<file path="src/rtl/simon_response_checker_pkg.sv">
// rtl/simon_response_checker_pkg.sv - shared widths, defaults and FSM states for the response checker
package simon_response_checker_pkg;

  localparam int NUM_W       = 2;
  localparam int IDX_W       = 4;
  localparam int MAX_LEN_DEF = 10;

  typedef enum logic [2:0] {
    S_IDLE,
    S_WAIT_PRESS,
    S_DEBOUNCE,
    S_WAIT_RELEASE,
    S_FAIL
  } state_e;

endpackage

</file>
<file path="src/rtl/simon_response_checker_press_filter.sv">
// rtl/simon_response_checker_press_filter.sv - debounce counter with button-number relatch
module simon_response_checker_press_filter
  import simon_response_checker_pkg::*;
#(
  parameter int DEBOUNCE = 250000
) (
  input  logic             clk_i,
  input  logic             reset_i,
  input  logic             load_i,
  input  logic             run_i,
  input  logic [NUM_W-1:0] num_i,
  output logic [NUM_W-1:0] num_o,
  output logic             stable_o
);

  localparam int CNT_W = $clog2(DEBOUNCE);

  logic [CNT_W-1:0] cnt_q;
  logic [NUM_W-1:0] num_q;
  logic             cnt_end;

  assign cnt_end = (cnt_q == CNT_W'(DEBOUNCE - 1));

  always_ff @(posedge clk_i) begin
    if (reset_i) begin
      cnt_q <= '0;
      num_q <= '0;
    end else if (load_i) begin
      cnt_q <= '0;
      num_q <= num_i;
    end else if (run_i) begin
      // A different button mid-press restarts the stability window.
      if (num_i != num_q) begin
        cnt_q <= '0;
        num_q <= num_i;
      end else if (!cnt_end) begin
        cnt_q <= cnt_q + 1'b1;
      end
    end
  end

  assign num_o    = num_q;
  assign stable_o = cnt_end && (num_i == num_q);

endmodule

</file>
<file path="config.mk">
export PLATFORM = sky130hd
export DESIGN_NAME = simon_response_checker_press_filter
export DESIGN_NICKNAME = d
export VERILOG_FILES = /design/src/rtl/simon_response_checker_pkg.sv /design/src/rtl/simon_response_checker_press_filter.sv
export SDC_FILE = /design/constraint.sdc
export NUM_CORES = 1
export LEC_CHECK = 0
export ABC_CLOCK_PERIOD_IN_PS = 2620
export CORE_ASPECT_RATIO = 1.5
export CORE_MARGIN = 1.5
export CORE_UTILIZATION = 56
export DETAILED_ROUTE_END_ITERATION = 7
export GPL_TIMING_DRIVEN = 0
export MAX_ROUTING_LAYER = met4
export PLACE_DENSITY = 0.77
export SYNTH_ARGS = -nofsm -noshare
export SYNTH_HDL_FRONTEND = slang
export SYNTH_SLANG_ARGS = --single-unit
</file>
<file path="constraint.sdc">
create_clock -name clk_i -period 2.62 [get_ports clk_i]
set_input_delay 0.262 -clock clk_i [delete_from_list [all_inputs] [get_ports clk_i]]
set_output_delay 0.262 -clock clk_i [all_outputs]
set_load 0.01 [all_outputs]
</file>
---- Yosys cells after proc, flatten, opt, wreduce, memory -nomap -nowiden ----
Cells that the tools add are included.
storage, ports and cells
  input port bits ......................... 6
  register bits ........................... 20
  output and inout port bits .............. 3
  word-level logic and storage cells ...... 18
operators by class
  $add $sub $neg .......................... 1
  eq/ne operators ......................... 4
  multiplexer cells ....................... 5
  reductions and logical operators ........ 6
operators with widths
  cell                                                    number
  two-way mux 18 bit                                      2
  adder 18 x 1 -> 18 bit (second input constant)          1
  == test 18 bit (second input constant)                  1
  two-way mux 2 bit                                       3
  AND reduction 2 bit                                     2
  nonzero test 2 bit                                      2
  == test 2 bit                                           1
  inequality test 2 x 1 -> 1 bit (second input constant)  1
  inequality test 2 bit                                   1
  OR reduction 2 bit                                      1
  logical AND 1 bit                                       1

---- Longest topological paths before layout ----
Gate-level depths: netlist (run 1).
  depth after elaboration ................. 4
  gate-level depth with buffers ........... 7
  depth with buffers taken out ............ 6

---- Worst setup path before layout (run 1) ----
No wires, ideal clock.
  path type ............................... register -> register
  from .................................... reg cnt_q[10]
  to ...................................... reg cnt_q[0]
  period minus slack after synthesis ...... 2165 ps
  data arrival time ....................... 2051 ps
  data required time ...................... 2505 ps
  path slack .............................. 455 ps
  path buffers ............................ 1
  library setup time ...................... 115 ps
  stages on the path, launching flop included .. 7
  cells stage by stage .................... dfxtp_1 -> or4b_1 -> or4_4 -> o211ai_2 -> buf_2 -> nor2_1 -> o21a_1
between the ends
  longest elaborated chain between the ends .. 3
ends and longest elaborated chain
  item                                             RTL line                                   text
  start: declaration                               simon_response_checker_press_filter.sv:18  logic [CNT_W-1:0] cnt_q;
  start signal: assignment                         simon_response_checker_press_filter.sv:37  cnt_q <= cnt_q + 1'b1;
  == test 18 bit                                   simon_response_checker_press_filter.sv:22  assign cnt_end = (cnt_q == CNT_W'(DEBOUNCE - 1));
  inequality test 2 x 1 -> 1 bit (no source line)  -
  AND reduction 2 bit (no source line)             -
Every way passes these cells.
A chain may end at the register's enable or synchronous reset.

---- Worst setup path in the final report (run 1) ----
  from .................................... reg cnt_q[10]
  to ...................................... reg cnt_q[3]
Same word-level chain as after synthesis.

==> results of run 1 <==
[flip-flops by register name (all words and copies together) (netlist names)]
register and cells:
cnt_q 18, num_o 2
[cell type report]
type,instances,share of cell area [%]
Multi-Input combinational cell,119,56.6
Sequential cell,20,31.0
Timing Repair Buffer,8,5.78
Buffer,7,2.70
Tap cell,22,2.12
Clock buffer,3,1.73
[kinds of logic after synthesis]
logic type | count (synthesis) | synth area share [%]
AOI/OAI and AO/OA | 50 | 27.9
xor gates and xnor gates | 2 | 1.51
adders and majority gates | 1 | 1.08
buffers and inverters | 7 | 3.03
DFF | 20 | 34.6
and+or+nand+nor | 66 | 31.9
[synthesized netlist by cell type (all sizes together) (2+ instances only)]
cell type  count  share of area (%)
nand3         10                4.3
xnor2          2                1.5
o21ai         15                6.8
a21oi         18                8.8
clkbuf         5                1.6
a31oi          7                3.8
or3            8                4.3
o41ai          2                1.5
buf            2                1.4
and3           5                2.7
and2           3                1.6
o211ai         4                3.0
or4b           3                2.6
or4            5                3.6
nor2           9                2.9
or2            2                1.1
nand4          2                1.1
nand2         14                4.5
dfxtp         20                 35
[worst max path at each step]
stage,start,to,cells past startpoint
3_3_place_gp,cnt_q[0],stable_o,6
2_1_floorplan,cnt_q[10],cnt_q[0],6
3_5_place_dp,cnt_q[0],stable_o,6
5_1_grt,cnt_q[0],stable_o,6
6_report,cnt_q[10],cnt_q[3],6
4_1_cts,cnt_q[1],stable_o,6
[power groups by stage]
stage	logic, W	clock network [W]	registers, W
6_report	0.0000766	0.000147	0.000309
3_5_place_dp	0.0000736	0	0.000315
4_1_cts	0.0000744	0.000151	0.000309
3_3_place_gp	0.0000725	0	0.000315
5_1_grt	0.0000846	0.000160	0.000309
2_1_floorplan	0.0000443	0	0.000316
[layer usage]
layer	wire length (µm)	global-route usage, %	vias up	part of all wire, %
met3	196	3.40	6	6.5
met2	1520	50.0	63	51
met5	0	-	-	0
met1	1260	38.7	564	42
li1	-	-	586	-
met4	36	7.88	0	1.2
[per-stage QoR]
stage / instance area, µm² / utilization [%] / hold slack [ns] / cells / power [W]
after floorplan: 1160 / - / 0.331 / 146 / 0.000360
after global placement: 1260 / 64.0 / 0.462 / 176 / 0.000388
after detailed placement: 1260 / 64.0 / 0.473 / 176 / 0.000389
after CTS: 1290 / 65.4 / 0.493 / 179 / 0.000534
after global routing: 1300 / 65.7 / 0.524 / 179 / 0.000553
final: 1300 / 65.7 / 0.495 / 179 / 0.000533
[worst max-delay path: cells and delay by family, from the launching register on]
family | cells | cell delay [ns]
flops | 1 | 0.39
simple gates | 2 | 1.17
buf+inv | 1 | 0.22
compound gates | 3 | 0.62
[layout by cell type (no fill, tap or decap), drive strengths merged]
master and n:
a31oi 7, nor4 1, nor2 9, nand2 14, and2 3, and4 1
o32ai 1, clkbuf 9, dfxtp 20, a21oi 18, and3 5, or4 5
nand3b 1, or4b 3, o21a 1, nand2b 1, xnor2 2, or2 2
ha 1, clkdlybuf4s50 7, o21ai 15, o211ai 4, o41ai 2, or3 8
buf 2, o31ai 1, nand3 10, o2111ai 1, nand4 2, nor3b 1
==> impl_metrics.tcl, run 1 <==
set metrics [dict create \
    status "complete, no violations" \
    post-route-min-period_ns 2.50 \
    peakVddDrop_v 0.000300 \
    swShare_pct 26.9 \
    grt-ovfl-total 0 \
    leakagePower_nw 0.387 \
    hp-class "reg2reg" \
    crit_required_ns 2.82 \
    seq_power_share_pct 58.0 \
    die_y_um 58.7 \
    synthCells 146 \
    drive_gt1_share_pct 12.1 \
    crit_path_top_delay_cell "or4_4" \
    num_io_pins 9 \
    drt_iter0_markers 62 \
    cp-start-kind "flip-flop" \
    tightestPinTransition_ns 0.672 \
    drt_pass1_iterations 6 \
    max_stage_delay_ns 0.59 \
    p_switching_w 0.000143 \
    grt_pass1_vias 1085 \
    die-area_um2 2350 \
    num_rows 20 \
    via_per_inst 6.81 \
    h-tree-depth 1 \
    clock_path_buffers 2 \
    start_util_pct 58.5 \
    clkPwrFrac_pct 27.6 \
    cts-resized-gates 4 \
    detailroute.via_count 1219 \
    synth_edf_count 0 \
    setup_ws_ns 0.120 \
    synth_seq_cells 20 \
    port_buffers 8 \
    maxCapViolCount 0 \
    rsz0062_at_grt "false" \
    postCtsSetupBuffers 0 \
    fp.dieW_um 40.1 \
    r2r_start "cnt_q[10]" \
    reg2reg_to "cnt_q[3]" \
    max-slew-margin-rel_pct 55.1 \
    postCtsHoldBufs 0 \
    dpl_worst_slack_ns -0.0763 \
    cts_tree "built" \
    synth_area_um2 1160 \
    path_cells "or4b_1 -> or4_4 -> o31ai_4 -> buf_6 -> o211ai_1 -> o41ai_1" \
    cts.sinks 20 \
    hpwl_um 2080 \
    worstHoldPathCells 1 \
    grt_max_degree 11 \
    syn_nets 153 \
    finalSetupViolations 0 \
    fmax_ghz 0.400 \
    whs_endpoint "cnt_q[13]" \
    critPathKind "reg2reg" \
    syn_area_per_cell_um2 7.93 \
    place.gp.congestion 0.873 \
    grt_pass1_wl_um 5010 \
    ant_nets 0 \
    ys_warn_count 0 \
    cell_internal_pwr_w 0.000389 \
    cts-buffers-inserted 3 \
    comb_power_share_pct 14.4 \
    hold_viol_final 0 \
    fin_crit_sh_pct 95.4 \
    synth_flop_cell "dfxtp_1" \
    fill_cells 173 \
    tns_ns 0 \
    cp-end-kind "flip-flop" \
    hp-start "cnt_q[13]" \
    worstPathMaxFanout 10 \
    clk_pin_slew_ns 0.11 \
    r2r_slack_ns 0.12 \
    p_per_area_nw_per_um2 410 \
    multi_input_area_um2 736 \
    antenna_cells 0 \
    routed_wirelength_um 3010 \
    yosysSeqAreaShare_pct 34.6 \
    post_drt_wl_per_cell_um 16.8 \
    layout.nets 166 \
    ff2ff_path_depth 6 \
    cp.arrival_ns 2.70 \
    clk_latency_ns 0.30 \
    drc 0 \
    synth_cell_type_count 36 \
    core_um2 1980 \
    antenna_found_initial 0 \
    clock_skew_ns 0.00495 \
    async_reset_ff_share_pct 0 \
    root_buffer "clkbuf_4" \
    grt_usage_pct 30.6 \
    regArea_um2 403 \
    slew_viol_final 0 \
    syn2layout_area_growth_pct 12.2 \
]
No activity file was read; power rests on OpenSTA's default activity.
==> run 2: changes to the inputs <==
--- a/config.mk
+++ b/config.mk
@@ -5,14 +5,15 @@
 export SDC_FILE = /design/constraint.sdc
 export NUM_CORES = 1
 export LEC_CHECK = 0
+export ABC_AREA = 1
 export ABC_CLOCK_PERIOD_IN_PS = 2620
-export CORE_ASPECT_RATIO = 1.5
+export CORE_ASPECT_RATIO = 0.75
 export CORE_MARGIN = 1.5
-export CORE_UTILIZATION = 56
+export CORE_UTILIZATION = 57
 export DETAILED_ROUTE_END_ITERATION = 7
 export GPL_TIMING_DRIVEN = 0
 export MAX_ROUTING_LAYER = met4
-export PLACE_DENSITY = 0.77
+export PLACE_DENSITY = 0.78
 export SYNTH_ARGS = -nofsm -noshare
 export SYNTH_HDL_FRONTEND = slang
 export SYNTH_SLANG_ARGS = --single-unit
==> run 2 against run 1 <==
  * Synthesized cell count increased by 47%
  * Final cell count increased by 40%
  * Sequential power about the same
  * Critical endpoint is now stable_o
==> impl_metrics.tcl, run 2 <==
set metrics [dict create \
    synth_edf_count 0 \
    ys_warn_count 0 \
    drt_pass1_iterations 6 \
    cp-start-kind "flip-flop" \
    hold_viol_final 0 \
    cts.sinks 20 \
    max-slew-margin-rel_pct 76.8 \
    peakVddDrop_v 0.000372 \
    setup_ws_ns 0.319 \
    die_y_um 44.2 \
    ff2ff_path_depth 9 \
    detailroute.via_count 1368 \
    status "complete, no violations" \
    grt_pass1_wl_um 5290 \
    crit_required_ns 2.36 \
    endpoint "stable_o" \
    postCtsHoldBufs 0 \
    port_buffers 8 \
    ant_nets 0 \
    synth_cell_type_count 22 \
    post-route-min-period_ns 2.30 \
    yosysTopAreaCellShare_pct 31.0 \
    hp-class "reg2reg" \
    drive_gt1_share_pct 7.05 \
    grt-ovfl-total 0 \
    hpwl_um 2450 \
    syn2layout_area_growth_pct 11.3 \
    clock_skew_ns 0.00475 \
    tightestPinTransition_ns 0.347 \
    regArea_um2 400 \
    r2r_slack_ns 0.95 \
    antenna_found_initial 0 \
    rsz0062_at_grt "false" \
    fill_cells 187 \
    die-area_um2 2560 \
    routed_wirelength_um 3120 \
    mostFrequentLayoutCells "nand2_1 (61), nor2_1 (35), inv_1 (30)" \
    leakagePower_nw 0.600 \
    synth_seq_cells 20 \
    dp_cells 247 \
    tns_ns 0 \
    fp.dieW_um 58.0 \
    dpl_worst_slack_ns 0.387 \
    stdcell_count 251 \
    postCtsSetupBuffers 0 \
    syn_area_per_cell_um2 6.01 \
    largest_reg_flops 18 \
    fin_crit_sh_pct 87.8 \
    async_reset_ff_share_pct 0 \
    h-tree-depth 1 \
    synth_top_area_cell "dfxtp_1" \
    total_power_w 0.000545 \
    via_per_inst 5.45 \
    place.gp.congestion 0.910 \
    crit_path_top_delay_cell "clkdlybuf4s50_1" \
    reg2reg_to "cnt_q[14]" \
    cts_tree "built" \
    max_stage_delay_ns 0.59 \
    layout_commonest_cell "nand2_1" \
    finalSetupViolations 0 \
    drt_iter0_markers 73 \
    synth_area_um2 1290 \
    cts-buffers-inserted 3 \
    syn_nets 222 \
    clk_pin_slew_ns 0.11 \
    critPathKind "reg2out" \
    regMostFlops "cnt_q" \
    synthCells 215 \
    synth_commonest_cells "nand2_1 (61), nor2_1 (35), inv_1 (30), dfxtp_1 (20), nand3_1 (15)" \
    root_buffer "clkbuf_4" \
    drc 0 \
    crit_start "cnt_q[1]" \
    worstPathMaxFanout 4 \
    layout.nets 235 \
    slew_viol_final 0 \
    start_util_pct 62.5 \
    synth_flop_cell "dfxtp_1" \
    cts-resized-gates 0 \
    clock_path_buffers 2 \
    path_cells "ha_1 -> nand2_2 -> nor2_2 -> nand3_1 -> nor4_1 -> clkdlybuf4s50_1" \
    fmax_ghz 0.435 \
    r2r_start "cnt_q[1]" \
    antenna_cells 0 \
    fin_util_pct 69.6 \
    grt_usage_pct 28.3 \
    num_rows 14 \
    cp-end-kind "output pin" \
    multi_input_area_um2 763 \
    clk_latency_ns 0.30 \
    core_um2 2070 \
    yosysSeqAreaShare_pct 31.0 \
    p_per_area_nw_per_um2 379 \
    grt_pass1_vias 1196 \
    maxCapViolCount 0 \
    ys_top_cells_by_area "dfxtp_1 (31%), nand2_1 (18%), nor2_1 (10%)" \
    post_drt_wl_per_cell_um 12.4 \
    grt_max_degree 12 \
    synth.most_common_cell "nand2_1" \
    num_io_pins 9 \
    cp.arrival_ns 2.04 \
]
[run 2: changes by cell type after synthesis, sizes merged, moves of 6 or more]
| cell | previous run | this run |
|---|---|---|
| or3 | 8 | 0 |
| o21ai | 15 | 9 |
| nor2 | 9 | 40 |
| a21oi | 18 | 11 |
| a31oi | 7 | 0 |
| inv | 0 | 30 |
| nand2 | 14 | 66 |
[run 2: area by class of cell]
class                   count  share of cell area [%]
well taps                  24                    2.09
repair buffers              8                    5.57
clock buffers               4                    2.52
inverters                  31                    8.09
plain buffers               1                   0.783
multi-input cells         163                    53.1
flip-flops and latches     20                    27.9
[run 2: stage by stage]
stage,hold WS [ns],instance area [µm²]
6_report,0.485,1440
5_1_grt,0.502,1440
4_1_cts,0.488,1440
3_5_place_dp,0.471,1400
3_3_place_gp,0.461,1400
2_1_floorplan,0.340,1290
[run 2: critical path: cells and delay by family (launching register included)]
kind / cells / cell delay, ns
flip-flops: 1 / 0.38
AND/OR/NAND/NOR: 4 / 0.52
adder cells (fa/ha/maj): 1 / 0.24
buffers and inverters: 1 / 0.59
[run 2: logic make-up after synthesis]
kind of cell,after synthesis,share of synthesized area [%]
and+or+nand+nor,131,43.5
xor gates and xnor gates,4,2.71
buffers and inverters,32,9.88
AOI/OAI and AO/OA,27,11.9
DFF,20,31.0
adders and majority gates,1,0.969
[run 2: routing by layer]
metal	global-route usage, %	share of wire [%]
met1	37.5	46
met2	43.0	44
met3	6.14	8.3
met4	9.77	2.3
met5	-	0
[run 2: worst min path at each step]
stage	from	end	slack [ns]	depth (start not counted)
floorplan	reset_i	num_o[0]	0.34	1
global placement	cnt_q[1]	cnt_q[1]	0.46	2
detailed placement	cnt_q[1]	cnt_q[1]	0.47	2
CTS	cnt_q[1]	cnt_q[1]	0.49	2
global route	cnt_q[1]	cnt_q[1]	0.50	2
finish	cnt_q[1]	cnt_q[1]	0.49	2
[run 2: where the power goes]
part | switching (W) | internal [W] | leakage, nW | total, W
logic | 0.0000344 | 0.0000214 | 0.418 | 0.0000559
clock network | 0.0000945 | 0.0000848 | 0.0210 | 0.000179
registers | 0.00000252 | 0.000307 | 0.162 | 0.000309
==> run 3: changes to the inputs <==
--- a/config.mk
+++ b/config.mk
@@ -9,11 +9,10 @@
 export ABC_CLOCK_PERIOD_IN_PS = 2620
 export CORE_ASPECT_RATIO = 0.75
 export CORE_MARGIN = 1.5
-export CORE_UTILIZATION = 57
+export CORE_UTILIZATION = 48
 export DETAILED_ROUTE_END_ITERATION = 7
-export GPL_TIMING_DRIVEN = 0
 export MAX_ROUTING_LAYER = met4
-export PLACE_DENSITY = 0.78
+export PLACE_DENSITY = 0.67
 export SYNTH_ARGS = -nofsm -noshare
 export SYNTH_HDL_FRONTEND = slang
 export SYNTH_SLANG_ARGS = --single-unit
==> run 3 against run 2 <==
  * Final cell count grew 4.0%
  * Clock power shrank 19%
  * Sequential power is essentially flat
==> impl_metrics.tcl, run 3 (synthesis results as in run 2) <==
set metrics [dict create \
    hp-start "cnt_q[1]" \
    grt_max_degree 16 \
    place.gp.congestion 0.900 \
    status "complete, no violations" \
    r2r_start "cnt_q[0]" \
    postCtsHoldBufs 0 \
    worstHoldPathCells 2 \
    layout_commonest_cell "nand2_1" \
    start_util_pct 50.0 \
    comb_power_share_pct 10.5 \
    reg2reg_to "cnt_q[15]" \
    slew_viol_final 0 \
    critPathKind "reg2out" \
    layout.nets 234 \
    cts_tree "built" \
    detailroute.via_count 1302 \
    crit_path_top_delay_cell "clkdlybuf4s50_1" \
    cts-buffers-inserted 3 \
    leakagePower_nw 0.587 \
    dp_cells 258 \
    port_buffers 8 \
    fin_crit_sh_pct 86.9 \
    hpwl_um 2430 \
    path_cells "ha_1 -> nand2_2 -> nor2_2 -> nand3_1 -> nor4_1 -> clkdlybuf4s50_1" \
    h-tree-depth 1 \
    drt_pass1_iterations 4 \
    seq_power_share_pct 60.8 \
    maxCapViolCount 0 \
    cp-end-kind "output pin" \
    post_drt_wl_per_cell_um 11.9 \
    grt_pass1_vias 1127 \
    cts-resized-gates 0 \
    hold-worst-slack_ns 0.481 \
    clock_skew_ns 0.00375 \
    drc 0 \
    routed_wirelength_um 3110 \
    drt_iter0_markers 86 \
    grt-ovfl-total 0 \
    drive_gt1_share_pct 6.22 \
    swShare_pct 25.1 \
    die-area_um2 3010 \
    root_buffer "clkbuf_4" \
    regMostFlops "cnt_q" \
    num_rows 16 \
    worstPathMaxFanout 4 \
    core_um2 2580 \
    clk_latency_ns 0.30 \
    post-route-min-period_ns 2.28 \
    clk_pin_slew_ns 0.11 \
    max-slew-margin-rel_pct 78.0 \
    stdcell_count 261 \
    finalSetupViolations 0 \
    grt_pass1_wl_um 5070 \
    p_switching_w 0.000127 \
    grt_usage_pct 22.9 \
    mostFrequentLayoutCells "nand2_1 (61), nor2_1 (35), inv_1 (30)" \
    syn2layout_area_growth_pct 10.6 \
    ant_nets 0 \
    antenna_found_initial 0 \
    postCtsSetupBuffers 0 \
    clock_path_buffers 2 \
    largest_reg_flops 18 \
    tightestPinTransition_ns 0.329 \
    cp.arrival_ns 2.02 \
    via_per_inst 4.99 \
    crit_required_ns 2.36 \
    ff2ff_path_depth 11 \
    cts.sinks 20 \
    fp.dieW_um 62.9 \
    fmax_ghz 0.439 \
    rsz0062_at_grt "false" \
    peakVddDrop_v 0.000272 \
    whs_endpoint "cnt_q[1]" \
    r2r_slack_ns 0.92 \
    hold_viol_final 0 \
    die_y_um 47.9 \
    fin_util_pct 55.3 \
    antenna_cells 0 \
    hp-class "reg2reg" \
    cp-start-kind "flip-flop" \
    max_stage_delay_ns 0.59 \
    tns_ns 0 \
    num_io_pins 9 \
    clkPwrFrac_pct 28.7 \
    cell_internal_pwr_w 0.000381 \
    p_per_area_nw_per_um2 356 \
]
[run 3: per-stage QoR]
step,total power (W),setup slack (ns),area [µm²]
after floorplan,0.000346,1.18,1290
after global placement,0.000367,0.491,1410
after detailed placement,0.000369,0.377,1410
after CTS,0.000514,0.321,1430
after global routing,0.000528,0.222,1430
final,0.000508,0.342,1430
[run 3: routing by layer]
layer,GRT usage (%),vias to the layer above,routed length (µm)
met2,36.8,31,1340
met1,30.9,565,1590
met5,-,-,0
met3,4.94,2,171
met4,2.67,0,13
li1,-,704,-
[run 3: power by group through the flow]
stage          clock network [W]  logic (W)  registers, W
3_5_place_dp                   0  0.0000529      0.000316
5_1_grt                 0.000159  0.0000594      0.000310
3_3_place_gp                   0  0.0000509      0.000316
6_report                0.000145  0.0000534      0.000309
2_1_floorplan                  0  0.0000293      0.000317
4_1_cts                 0.000152  0.0000534      0.000309
[run 3: worst max path at each step]
stage / slack [ns] / from / endpoint / cells after the start
3_3_place_gp: 0.49 / num_i[0] / stable_o / 6
5_1_grt: 0.22 / cnt_q[0] / stable_o / 6
2_1_floorplan: 1.18 / cnt_q[0] / cnt_q[3] / 10
4_1_cts: 0.32 / cnt_q[0] / stable_o / 6
3_5_place_dp: 0.38 / num_i[1] / stable_o / 6
6_report: 0.34 / cnt_q[0] / stable_o / 6
[run 3: area by class of cell]
cell class	count	area [µm²]
clock buffers	3	22.5
fillers	264	1150
inverters	31	116
multi-input cells	163	763
flip-flops and latches	20	400
well taps	36	45.0
repair buffers	8	80.1
[run 3: critical path, delay by kind of cell, from the launching register on]
family / cells / cell delay (ns)
DFF: 1 / 0.37
adders and majority gates: 1 / 0.24
and+or+nand+nor: 4 / 0.51
buffers and inverters: 1 / 0.59
